### src/rtl/pipe_reg_elastic.sv
// Elastic pipeline-stage register with optional 2-entry skid buffer.
// Control field is gated to zero whenever the head entry is a bubble.
module pipe_reg_elastic #(
  parameter int WIDTH  = 96,
  parameter int CTRL_W = 8,
  parameter int SKID   = 1
) (
  input  logic              clk,
  input  logic              rst,
  input  logic              flush,
  input  logic              in_valid,
  output logic              in_ready,
  input  logic [WIDTH-1:0]  in_data,
  input  logic [CTRL_W-1:0] in_ctrl,
  output logic              out_valid,
  input  logic              out_ready,
  output logic [WIDTH-1:0]  out_data,
  output logic [CTRL_W-1:0] out_ctrl,
  output logic [1:0]        occupancy
);

  typedef enum logic [1:0] {
    EMPTY = 2'd0,
    ONE   = 2'd1,
    FULL  = 2'd2
  } state_t;

  state_t state, state_nx;

  logic [WIDTH-1:0]  main_data, skid_data;
  logic [CTRL_W-1:0] main_ctrl, skid_ctrl;
  logic              rdy_q;
  logic              it, ot;
  logic              load_main_in;
  logic              load_main_skid;
  logic              load_skid;

  assign out_valid = (state != EMPTY);
  assign occupancy = state;
  assign out_data  = main_data;
  assign out_ctrl  = main_ctrl & {CTRL_W{out_valid}};

  // Skid mode: ready is a flop, no path from out_ready.
  assign in_ready = (SKID != 0) ? rdy_q
                                : (~out_valid | out_ready);

  assign it = in_valid & in_ready;
  assign ot = out_valid & out_ready;

  always_comb begin
    state_nx       = state;
    load_main_in   = 1'b0;
    load_main_skid = 1'b0;
    load_skid      = 1'b0;
    if (flush) begin
      state_nx = EMPTY;
    end else begin
      unique case (state)
        EMPTY: begin
          if (it) begin
            state_nx     = ONE;
            load_main_in = 1'b1;
          end
        end
        ONE: begin
          if (it && ot) begin
            load_main_in = 1'b1;
          end else if (it) begin
            if (SKID != 0) begin
              state_nx  = FULL;
              load_skid = 1'b1;
            end else begin
              load_main_in = 1'b1;
            end
          end else if (ot) begin
            state_nx = EMPTY;
          end
        end
        FULL: begin
          if (ot) begin
            state_nx       = ONE;
            load_main_skid = 1'b1;
          end
        end
        default: state_nx = EMPTY;
      endcase
    end
  end

  always_ff @(posedge clk) begin
    if (rst) begin
      state     <= EMPTY;
      rdy_q     <= 1'b1;
      main_data <= '0;
      main_ctrl <= '0;
      skid_data <= '0;
      skid_ctrl <= '0;
    end else begin
      state <= state_nx;
      rdy_q <= (state_nx != FULL);
      if (load_main_in) begin
        main_data <= in_data;
        main_ctrl <= in_ctrl;
      end else if (load_main_skid) begin
        main_data <= skid_data;
        main_ctrl <= skid_ctrl;
      end
      if (load_skid) begin
        skid_data <= in_data;
        skid_ctrl <= in_ctrl;
      end
    end
  end

endmodule

### config.mk
export PLATFORM = sky130hd
export DESIGN_NAME = pipe_reg_elastic
export DESIGN_NICKNAME = d
export VERILOG_FILES = /design/src/rtl/pipe_reg_elastic.sv
export SDC_FILE = /design/constraint.sdc
export NUM_CORES = 1
export LEC_CHECK = 0
export BUFFER_PORTS_ARGS = -buffer_cell sky130_fd_sc_hd__buf_2
export CAP_MARGIN = 20
export CORE_ASPECT_RATIO = 1.1
export CORE_MARGIN = 4
export CORE_UTILIZATION = 35
export DETAILED_ROUTE_END_ITERATION = 7
export PLACE_DENSITY = 0.65
export SLEW_MARGIN = 20
export SYNTH_ARGS = -nofsm -noshare
export SYNTH_HDL_FRONTEND = slang
export SYNTH_SLANG_ARGS = --single-unit
### constraint.sdc
create_clock -name clk -period 2.45 [get_ports clk]
set_input_delay 0.1225 -clock clk [delete_from_list [all_inputs] [get_ports clk]]
set_output_delay 0.1225 -clock clk [all_outputs]
set_load 0.01 [all_outputs]
==> summary.md <==
| Metric | Value |
|---|---|
| Status | completed |
| Largest net degree at the start of global routing | 105 |
| Die Area | 0.0279 mm² |
| Layout Nets | about 1,400 |
| Syn nets | between 1,000 and 1,500 |
| Chip height | 175 µm |
| Yosys Warn Count | 0 |
| Max-cap violations | 0 |
| FMAX | 0.497 GHz |
| Routed via count | 8,311 |
| HP Class | input pin to flop |
| Worst hold slack | 0.245 ns |
| Wire per inst | about 15 µm |
| Post-synth EDFFs | 0 |
| Post-synthesis register bit count | 211 |
| DP Worst Slack | 0.514 ns |
| Rel. slew slack | 0.526 |
| Syn_area_per_cell | 8.39 µm² |
| Gr ovfl total | 0 |
| Post-cts resize count | 0 |
| Drt drc | 0 |
| Post-Syn Area | 0.00886 mm² |
| # fillers | 2,275 |
| Final Wtd Congestion | around 0.78 |
| Setup WS post-layout | 0.437 ns |
| CTS H-tree lvls | 1 |
| Top cell type's share of synthesized area | 0.477 |
| Post-synthesis sequential area ratio | 0.477 |
| R2r setup slk | 0.44 ns |
| Cell row count | 60 |
| Initial DRC count | between 500 and 600 |
| Clock transition at path regs | 0.06 ns |
| DR vias/cell | 5.00 |
| Inst Count DP | 1,510 |
| Distinct cells, synth | 24 |
| Final wirelength | approximately 25,000 µm |
| Least-Margin Pin Slew | 0.711 ns |
| Design Power | 8.17 mW |
| Post-CTS setup buffers | 0 |
| Fin crit period | 2.01 ns |
| Slew Viols, Final | 0 |
| Chip width | roughly 160 µm |
| Crit Path Max Fanout | 44 |
| Pleak | 4.59 nW |
| CTS buffer count | 24 |
| Dpl hpwl | 14,700 µm |
| Clock skew after layout | ~0.011 ns |
| Clk buf depth | 3 |
| CP endpoint kind | flop |
| Final cell count without fillers | 1,661 |
| Initial antenna violation count | 1 |
| Yosys top cell by area | dfxtp_1 |
| First-pass GRT wire length | 41,400 µm |
| Core area | 0.0247 mm² |
| Sink Count | around 210 |
| RSZ-0062 raised after global routing | no |
| CTS tree | yes |
| PwrDens | 677 mW/mm² |
| Post-route ant nets | 0 |
| Drt pass-1 iters | 5 |
| PortBufs | 216 |
| Fin util | 0.488 |
| VDD IR max | 420 µV |
| # setup viols final | 0 |
| Commonest register cell after synthesis | dfxtp_1 |
| Crit Path Category | flop to flop |
| Tcrit/Tclk final | 0.822 |
| Area Growth Syn to Fin | 36.1% |
| Synth area leaders | dfxtp_1 (48%), nand2_1 (18%), a311oi_2 (17%) |
| Layout cells sized above 1 | 0.280 |
| Final Cell Area | 0.0121 mm² |
| Data required, critical path | 2.83 ns |
| Dpl cell area | just over 0.01 mm² |
| Worst skew pair latency | 0.50 ns |
| Root Driver | clkbuf_16 |
| Worst setup SP type | flop |
| Overall track demand over capacity in global routing | 0.173 |
| Mapped Cells | between 1,000 and 1,500 |
| Async SR Flop Fraction | 0 |
| Final Hold Fails | 0 |
| Final setup TNS | 0 ns |
| Arr. time, crit path | 2.40 ns |
| I/O pin count | 217 |
| Initial Util | 0.359 |
| Vias in the first global route | 8,343 |
## cell type report
type	count	area (µm²)	share of cell area
Inverter	2	7.51	0.000622
Tap cell	310	388	0.0322
Clock inverter	7	87.6	0.00726
Sequential cell	211	4220	0.350
Timing Repair Buffer	343	2450	0.203
Antenna cell	1	2.50	0.000207
Multi-Input combinational cell	751	4190	0.347
Clock buffer	36	717	0.0594
## cells by family after synthesis
kind of cell | after synthesis | share of synthesized area
AO/OA/AOI/OAI | 210 | 0.234
flip-flops | 211 | 0.477
buffers and inverters | 94 | 0.0530
XOR/XNOR | 1 | 0.000989
AND/OR/NAND/NOR | 540 | 0.236
## registers in the layout (all words and copies together), names as in the netlist
signal / flops
main_ctrl: 8
in_ready: 1
out_data: 96
skid_data: 96
skid_ctrl: 8
occupancy: 2
## worst paths after layout
kind,start,endpoint,cells after the start
max,in_ready$_SDFF_PP1_,out_data[72]$_SDFFE_PP0P_,4
min,rst,skid_data[69]$_SDFFE_PP0P_,2
max reg2reg,in_ready$_SDFF_PP1_,out_data[72]$_SDFFE_PP0P_,4
min reg2reg,skid_data[47]$_SDFFE_PP0P_,skid_data[47]$_SDFFE_PP0P_,2
## cells in the final DEF, fill, tap and decap left out
| cell type | instances |
|---|---|
| diode_2 | 1 |
| nor4_4 | 1 |
| inv_1 | 2 |
| buf_12 | 11 |
| buf_2 | 215 |
| clkbuf_1 | 6 |
| dlygate4sd3_1 | 107 |
| nor3_1 | 2 |
| a21oi_1 | 104 |
| bufinv_16 | 2 |
| nand2_1 | 417 |
| nand3b_1 | 1 |
| a311oi_1 | 4 |
| xnor2_1 | 1 |
| clkbuf_16 | 25 |
| nand2b_2 | 1 |
| clkinvlp_4 | 1 |
| dfxtp_1 | 211 |
| or4_4 | 1 |
| nor2b_1 | 9 |
| and3b_4 | 1 |
| o21ai_0 | 1 |
| clkinv_2 | 4 |
| clkbuf_8 | 6 |
| a2bb2oi_1 | 1 |
| or4b_4 | 1 |
| nor3b_1 | 1 |
| a311oi_2 | 100 |
| buf_4 | 9 |
| nor2_1 | 105 |
## Yosys cell counts, drive strengths merged, types with 2 or more instances
cell / number
nand2: 417
dfxtp: 211
nor2: 105
a21oi: 104
a311oi: 104
clkbuf: 54
buf: 38
nor2b: 9
inv: 2
nor3: 2
## report_power, final
| part | internal, mW | switching (mW) | leakage [nW] | total [mW] |
|---|---|---|---|---|
| Clock | 2.22 | 1.39 | 0.395 | 3.61 |
| Sequential | 3.57 | 0.0768 | 1.72 | 3.64 |
| Combinational | 0.438 | 0.473 | 2.48 | 0.911 |
| Total | 6.23 | 1.94 | 4.59 | 8.17 |
## worst max-delay path, stage by stage (launching register included)
cell	delay (ns)
dfxtp_1	0.33
nand2_1	0.15
or4b_4	0.78
buf_12	0.29
a311oi_1	0.30
## per-layer routing
layer | wire, µm | global-route usage
met2 | 11800 | 0.302
met3 | 1410 | 0.0330
met1 | 11300 | 0.219
met5 | 0 | 0
met4 | 444 | 0.0448
## timing repair
item | 4_1_cts | 5_1_grt
hold endpoints to repair | 211 | 0
hold buffers | 107 | 0
endpoints found under the setup margin | 0 | 0
No activity file was read; power rests on OpenSTA's default activity.
